### src/rtl/tp_ntt_pkg.sv
// Shared opcodes, loader states and twiddle-part helper
// for the TP-NTT host-side loader.
package tp_ntt_pkg;

  localparam logic [1:0] OP_IDLE    = 2'd0;
  localparam logic [1:0] OP_TWIDDLE = 2'd1;
  localparam logic [1:0] OP_START   = 2'd2;
  localparam logic [1:0] OP_QLOAD   = 2'd3;

  localparam int Q_HOLD_CYC = 2;

  typedef enum logic [2:0] {
    ST_IDLE,
    ST_Q_ISSUE,
    ST_Q_HOLD,
    ST_TW_ISSUE,
    ST_TW_STREAM,
    ST_PREFILL,
    ST_ST_ISSUE,
    ST_STREAM
  } ld_state_t;

  function automatic int parts_of(
    input int iter_choice
  );
    unique case (iter_choice)
      0:       return 2;
      1:       return 3;
      default: return 4;
    endcase
  endfunction

endpackage

### src/rtl/tp_ntt_stream_fifo.sv
// Synchronous coefficient FIFO (push/pop/full/empty/count).
// Ports: clk, rst, push, wdata, pop, rdata(head), full, empty, count.
module tp_ntt_stream_fifo #(
  parameter  int W     = 256,
  parameter  int DEPTH = 16,
  localparam int AW    = $clog2(DEPTH),
  localparam int CW    = AW + 1
) (
  input  logic          clk,
  input  logic          rst,
  input  logic          push,
  input  logic [W-1:0]  wdata,
  input  logic          pop,
  output logic [W-1:0]  rdata,
  output logic          full,
  output logic          empty,
  output logic [CW-1:0] count
);

  logic [W-1:0]  mem [DEPTH];
  logic [AW-1:0] wr_ptr;
  logic [AW-1:0] rd_ptr;
  logic          do_push;
  logic          do_pop;

  assign full    = (count == CW'(DEPTH));
  assign empty   = (count == '0);
  assign do_pop  = pop && !empty;
  // a pop frees the slot the same cycle
  assign do_push = push && (!full || do_pop);
  assign rdata   = mem[rd_ptr];

  always_ff @(posedge clk) begin
    if (do_push) begin
      mem[wr_ptr] <= wdata;
    end
  end

  always_ff @(posedge clk) begin
    if (rst) begin
      wr_ptr <= '0;
      rd_ptr <= '0;
      count  <= '0;
    end else begin
      if (do_push) begin
        wr_ptr <= wr_ptr + AW'(1);
      end
      if (do_pop) begin
        rd_ptr <= rd_ptr + AW'(1);
      end
      count <= count + CW'(do_push)
                     - CW'(do_pop);
    end
  end

endmodule

### src/rtl/tp_ntt_loader.sv
// Host-side sequencer driving one TP-NTT block's fixed-timing port.
// Ports: cmd/tw/in valid-ready streams in; OP/Q/TWIDDLE/DATA to block;
// underrun, busy. Define TP_NTT_LOADER_CHECK_EN for cmd_err ordering.
module tp_ntt_loader
  import tp_ntt_pkg::*;
#(
  parameter int N           = 128,
  parameter int TP          = 8,
  parameter int LOGQ        = 32,
  parameter int ITER_CHOICE = 1,
  parameter int FIFO_DEPTH  = 16,
  parameter int PREFILL     = 8
) (
  input  logic                   clk,
  input  logic                   rst,
  input  logic                   cmd_valid,
  output logic                   cmd_ready,
  input  logic [1:0]             cmd_op,
  input  logic [LOGQ-1:0]        cmd_q,
  input  logic                   tw_valid,
  output logic                   tw_ready,
  input  logic [(TP-1)*LOGQ-1:0] tw_data,
  input  logic                   in_valid,
  output logic                   in_ready,
  input  logic [TP*LOGQ-1:0]     in_data,
  output logic [1:0]             OP_TYPE_OUT,
  output logic                   START_OUT,
  output logic [LOGQ-1:0]        Q_OUT,
  output logic [(TP-1)*LOGQ-1:0] TWIDDLE_OUT,
  output logic [TP*LOGQ-1:0]     NTT_DATA_OUT,
  output logic                   underrun,
  output logic                   busy
`ifdef TP_NTT_LOADER_CHECK_EN
  ,
  output logic                   cmd_err
`endif
);

  localparam int PARTS = parts_of(ITER_CHOICE);
  localparam int TOTAL = PARTS * (N / TP);
  localparam int CNTW  = $clog2(TOTAL) + 1;
  localparam int DW    = TP * LOGQ;
  localparam int FCW   = $clog2(FIFO_DEPTH) + 1;

  ld_state_t       state, state_d;
  logic [CNTW-1:0] cnt, cnt_d;
  logic [1:0]      op_d;
  logic [LOGQ-1:0] q_d;
  logic [DW-1:0]   data_d;
  logic            und_d;
  logic            start_ok;

  logic            f_push;
  logic            f_pop;
  logic [DW-1:0]   f_rdata;
  logic            f_full;
  logic            f_empty;
  logic [FCW-1:0]  f_count;
  logic            strm;

  assign strm = (state == ST_ST_ISSUE)
             || (state == ST_STREAM);

  assign cmd_ready = (state == ST_IDLE) && !rst;
  assign tw_ready  = (state == ST_TW_STREAM);
  assign busy      = (state != ST_IDLE);
  assign START_OUT = 1'b0;
  assign in_ready  = strm
    || ((state == ST_PREFILL) && !f_full);

  // twiddle beats pass straight through so the
  // beat handshaked in a cycle is the one shown
  assign TWIDDLE_OUT =
    (tw_ready && tw_valid) ? tw_data : '0;

  assign f_push = in_valid && in_ready;
  assign f_pop  = strm;

  tp_ntt_stream_fifo #(
    .W     (DW),
    .DEPTH (FIFO_DEPTH)
  ) u_fifo (
    .clk   (clk),
    .rst   (rst),
    .push  (f_push),
    .wdata (in_data),
    .pop   (f_pop),
    .rdata (f_rdata),
    .full  (f_full),
    .empty (f_empty),
    .count (f_count)
  );

  always_comb begin
    state_d = state;
    cnt_d   = cnt;
    op_d    = OP_IDLE;
    q_d     = Q_OUT;
    data_d  = '0;
    und_d   = underrun;
    unique case (state)
      ST_IDLE: begin
        if (cmd_valid) begin
          unique case (cmd_op)
            OP_QLOAD: begin
              state_d = ST_Q_ISSUE;
              op_d    = OP_QLOAD;
              q_d     = cmd_q;
            end
            OP_TWIDDLE: begin
              state_d = ST_TW_ISSUE;
              op_d    = OP_TWIDDLE;
            end
            OP_START: begin
              if (start_ok) begin
                state_d = ST_PREFILL;
              end
            end
            default: ;
          endcase
        end
      end
      ST_Q_ISSUE: begin
        state_d = ST_Q_HOLD;
        cnt_d   = '0;
      end
      ST_Q_HOLD: begin
        if (cnt == CNTW'(Q_HOLD_CYC - 1)) begin
          state_d = ST_IDLE;
        end else begin
          cnt_d = cnt + CNTW'(1);
        end
      end
      ST_TW_ISSUE: begin
        state_d = ST_TW_STREAM;
        cnt_d   = '0;
      end
      ST_TW_STREAM: begin
        if (!tw_valid) begin
          und_d = 1'b1;
        end
        if (cnt == CNTW'(TOTAL - 1)) begin
          state_d = ST_IDLE;
        end else begin
          cnt_d = cnt + CNTW'(1);
        end
      end
      ST_PREFILL: begin
        if (f_count >= FCW'(PREFILL)) begin
          state_d = ST_ST_ISSUE;
          op_d    = OP_START;
        end
      end
      ST_ST_ISSUE,
      ST_STREAM: begin
        state_d = ST_STREAM;
        if (!f_empty) begin
          data_d = f_rdata;
        end else begin
          und_d = 1'b1;
        end
      end
      default: state_d = ST_IDLE;
    endcase
  end

  always_ff @(posedge clk) begin
    if (rst) begin
      state        <= ST_IDLE;
      cnt          <= '0;
      OP_TYPE_OUT  <= OP_IDLE;
      Q_OUT        <= '0;
      NTT_DATA_OUT <= '0;
      underrun     <= 1'b0;
    end else begin
      state        <= state_d;
      cnt          <= cnt_d;
      OP_TYPE_OUT  <= op_d;
      Q_OUT        <= q_d;
      NTT_DATA_OUT <= data_d;
      underrun     <= und_d;
    end
  end

`ifdef TP_NTT_LOADER_CHECK_EN
  logic q_ok, q_ok_d;
  logic tw_ok, tw_ok_d;
  logic tw_miss, tw_miss_d;
  logic err_d;

  assign start_ok = q_ok && tw_ok;

  always_comb begin
    q_ok_d    = q_ok;
    tw_ok_d   = tw_ok;
    tw_miss_d = tw_miss;
    err_d     = cmd_err;
    unique case (state)
      ST_IDLE: begin
        if (cmd_valid && cmd_op == OP_START
            && !start_ok) begin
          err_d = 1'b1;
        end
      end
      ST_Q_HOLD: begin
        if (state_d == ST_IDLE) begin
          q_ok_d = 1'b1;
        end
      end
      ST_TW_ISSUE: begin
        tw_ok_d   = 1'b0;
        tw_miss_d = 1'b0;
      end
      ST_TW_STREAM: begin
        if (!tw_valid) begin
          tw_miss_d = 1'b1;
        end
        if (state_d == ST_IDLE) begin
          tw_ok_d = !tw_miss_d;
        end
      end
      default: ;
    endcase
  end

  always_ff @(posedge clk) begin
    if (rst) begin
      q_ok    <= 1'b0;
      tw_ok   <= 1'b0;
      tw_miss <= 1'b0;
      cmd_err <= 1'b0;
    end else begin
      q_ok    <= q_ok_d;
      tw_ok   <= tw_ok_d;
      tw_miss <= tw_miss_d;
      cmd_err <= err_d;
    end
  end
`else
  assign start_ok = 1'b1;
`endif

endmodule
### config.mk
export PLATFORM = sky130hd
export DESIGN_NAME = tp_ntt_loader
export DESIGN_NICKNAME = d
export VERILOG_FILES = /design/src/rtl/tp_ntt_pkg.sv /design/src/rtl/tp_ntt_stream_fifo.sv /design/src/rtl/tp_ntt_loader.sv
export SDC_FILE = /design/constraint.sdc
export NUM_CORES = 2
export LEC_CHECK = 0
export CAP_MARGIN = 20
export CELL_PAD_IN_SITES_DETAIL_PLACEMENT = 0
export CELL_PAD_IN_SITES_GLOBAL_PLACEMENT = 1
export CORE_AREA = 2 2 671 673
export DETAILED_ROUTE_END_ITERATION = 12
export DIE_AREA = 0 0 673 675
export PLACE_DENSITY = 0.56
export SLEW_MARGIN = 15
export SYNTH_ARGS = -nofsm -noshare
export SYNTH_HDL_FRONTEND = slang
export SYNTH_HIERARCHICAL = 1
export SYNTH_SLANG_ARGS = --single-unit
### constraint.sdc
create_clock -name clk -period 27.1 [get_ports clk]
set_clock_uncertainty 0.15 [all_clocks]
set_input_delay 4.065 -clock clk [delete_from_list [all_inputs] [get_ports clk]]
set_output_delay 4.065 -clock clk [all_outputs]
set_load 0.05 [all_outputs]
==> results.toml <==
[run_status]
outcome = "complete, but fails checks"
failed_checks = "antenna violations"

[yosys]
yosys_warnings = 6
syn_avg_cell_area_um2 = 21.4
synth.net_count = 8230
syn-cell-area_um2 = 165000
syn_inst = 7697
ys_ff_latch = 4414
synth_top_flop_cell = "edfxtp_1"
synth.distinct_cells = 69
synth_edf_count = 4096
seq_area_frac_synth = 0.785
ys_async_sr_fraction = 0

[timing]
hold_viol = 0
post-route-min-period_ns = 11.17
finalSetupViolCount = 0
worst_slew_pin_slew_ns = 1.37
slew_violations = 0
fin_tns_setup_ns = 0
fmax_ghz = 0.0895
slew_headroom = 0.0849
whs_ns = 0.304
rsz0062_at_grt = "false"
period_share = 0.412

[die]
rows = 246
coreArea_um2 = 447000
die_y_um = 675
die-area_um2 = 454000
ios = 1039
initial_core_util = 0.368
fp.dieW_um = 673

[route]
vias = 84106
routedWlPerCell_um = 33.4
drt_pre_antenna_iters = 6
avgViaCountPerCell = 5.33
drcViolationCount = 0
drt_iter0_drc = 6677
ant_nets = 1
wl_mm = 527

[pwr]
p_per_area_nw_per_um2 = 73.6
ir_drop_mv = 0.0516
power_w = 0.0146
power.leakage_nw = 61.1

[hold_path]
hold_path_startpoint = "Q_OUT[12]"
hold_path.class = "flip-flop to flip-flop"

[cells_and_area]
syn_to_final_growth_pct = 20.4
layout.nets = 9456
layout-drive-gt1-share = 0.197
fillers = 38222
fin_area_um2 = 198000
postLayoutCoreUtil = 0.443

[clock_network]
hold_buffers = 0
clock-root-buffer = "clkbuf_16"
post-cts-setup-buffers = 0
cts_resized = 0
clkSlewWorstSetupHoldPaths_ns = 0.07
cts_tree = "done"
clock_path_buffers = 4
h-tree-depth = 5
clk_latency_ns = 1.00
cts.sinks = 4414
cts_buffers = 457

[setup_path]
critPathMaxStageDelay_ns = 0.91
critPathSlowestCell = "clkdlybuf4s50_1"
timing.rr.start = "u_fifo/count[3]"
criticalPathCategory = "primary input to primary output"
worstPathRequired_ns = 22.89
crit_path_start = "tw_valid"
end_kind = "primary output"
crit_fanout = 116
crit_top_cell = "buf_4"
cp.arrival_ns = 6.95
cp-start-kind = "primary input"
path_cells = "buf_4 -> buf_4 -> and3_1 -> clkdlybuf4s50_1"

[global_route]
antenna_found_initial = 256
grt_usage = 0.227
grt_max_degree = 130
grt_pass1_vias = 84669
grt_pass1_wl_mm = 709
overflow = 0

[placed_design]
dpl_cell_area_um2 = 182000
hpwl_mm = 304
gp_congestion = 1.26
portBuffers = 1037

[job]
cap_viol_max_count = 0
-- final cells by class --
class                           count  area [µm²]  area share
Antenna cell                      503        1260     0.00635
Tap cell                         5952        7450      0.0376
Inverter                           19        71.3    0.000360
Sequential cell                  4414      129000       0.652
Timing Repair Buffer             1225       12100      0.0609
Multi-Input combinational cell   2806       33100       0.167
Clock buffer                      649       12900      0.0652
Clock inverter                    210        2020      0.0102
-- Yosys cell counts, drive strengths merged (2+ instances only) --
cell	number	area, µm²
nand3	64	320
and3	226	1410
nor3	7	40.0
o311a	2	20.0
xor2	6	52.6
ha	13	163
nand2	291	1090
xnor2	3	26.3
a31oi	3	18.8
nand2b	10	62.6
o22ai	84	526
clkbuf	149	594
inv	19	71.3
o21a	2	16.3
nor3b	3	32.5
o21ai	8	40.0
a21oi	41	209
a32o	4	40.0
and2	262	1640
nor4	2	27.5
nor2b	12	75.1
dfxtp	318	6370
o31ai	10	80.1
mux2i	233	2330
buf	309	1760
or4b	2	20.0
mux4	892	20100
edfxtp	4096	123000
nor2	71	269
a211oi	3	22.5
o21bai	2	15.0
or2	4	25.0
or4	2	15.0
mux2	32	360
a22oi	494	3710
-- cells by family (layout without fill, tap and decap cells) --
kind of cell | count (synthesis) | count (layout) | share of synthesized area
flops | 4414 | 4414 | 0.785
mux | 1157 | 1157 | 0.138
simple gates | 962 | 962 | 0.0309
compound gates | 662 | 662 | 0.0290
buf+inv | 477 | 2103 | 0.0147
fa+ha+maj | 15 | 15 | 0.00117
xor+xnor | 9 | 9 | 0.000479
other cells | 1 | 504 | 0.0000228
-- power breakdown --
part | leakage (nW) | total [W] | internal (W) | switching, W
Combinational | 14.4 | 0.000874 | 0.000298 | 0.000576
Clock | 7.31 | 0.00621 | 0.00360 | 0.00261
Sequential | 39.4 | 0.00751 | 0.00749 | 0.0000257
-- critical path, delay by kind of cell --
family	cells	cell delay [ns]
buf+inv	3	2.38
simple gates	1	0.28
-- routing by layer --
metal | vias up | global-route usage | share of wire
met5 | - | 0 | 0.0012
met4 | 104 | 0.111 | 0.046
met3 | 957 | 0.0538 | 0.062
met2 | 2748 | 0.390 | 0.51
met1 | 45370 | 0.267 | 0.38
li1 | 34927 | - | -
-- per-stage QoR --
| step | setup WS (ns) | std cells |
|---|---|---|
| finish | 15.93 | 15778 |
| global route | 15.82 | 15565 |
| CTS | 16.06 | 15273 |
| detailed placement | 16.05 | 14414 |
| global placement | 16.16 | 14413 |
| floorplan | 4.01 | 7697 |
-- registers in the layout (all words and copies together), names as in the netlist, named ones only --
register / cells
Q_OUT: 32
NTT_DATA_OUT: 256
state: 3
underrun: 1
u_fifo/wr_ptr: 4
u_fifo/rd_ptr: 4
OP_TYPE_OUT: 2
u_fifo/mem: 4096
cnt: 7
u_fifo/count: 5
-- cells in the final DEF, fill, tap and decap left out, types with 75 or more instances in the layout --
master           instances
a22oi_1                494
and2_1                 260
and3_1                 226
buf_4                  167
clkbuf_1               124
clkbuf_16              465
clkdlybuf4s50_1       1035
clkinv_2                75
dfxtp_1                314
diode_2                503
edfxtp_1              4096
mux2i_1                233
mux4_2                 892
nand2_1                291
o22ai_1                 84
-- final timing paths --
path	end	slack, ns	cells after the start
worst max register to register	u_fifo/mem[15][111]	20.66	14
worst min register to register	Q_OUT[12]	0.30	2
worst max-delay path	TWIDDLE_OUT[195]	15.93	4
worst min-delay path	Q_OUT[12]	0.30	2
No activity file was read; power rests on OpenSTA's default activity.
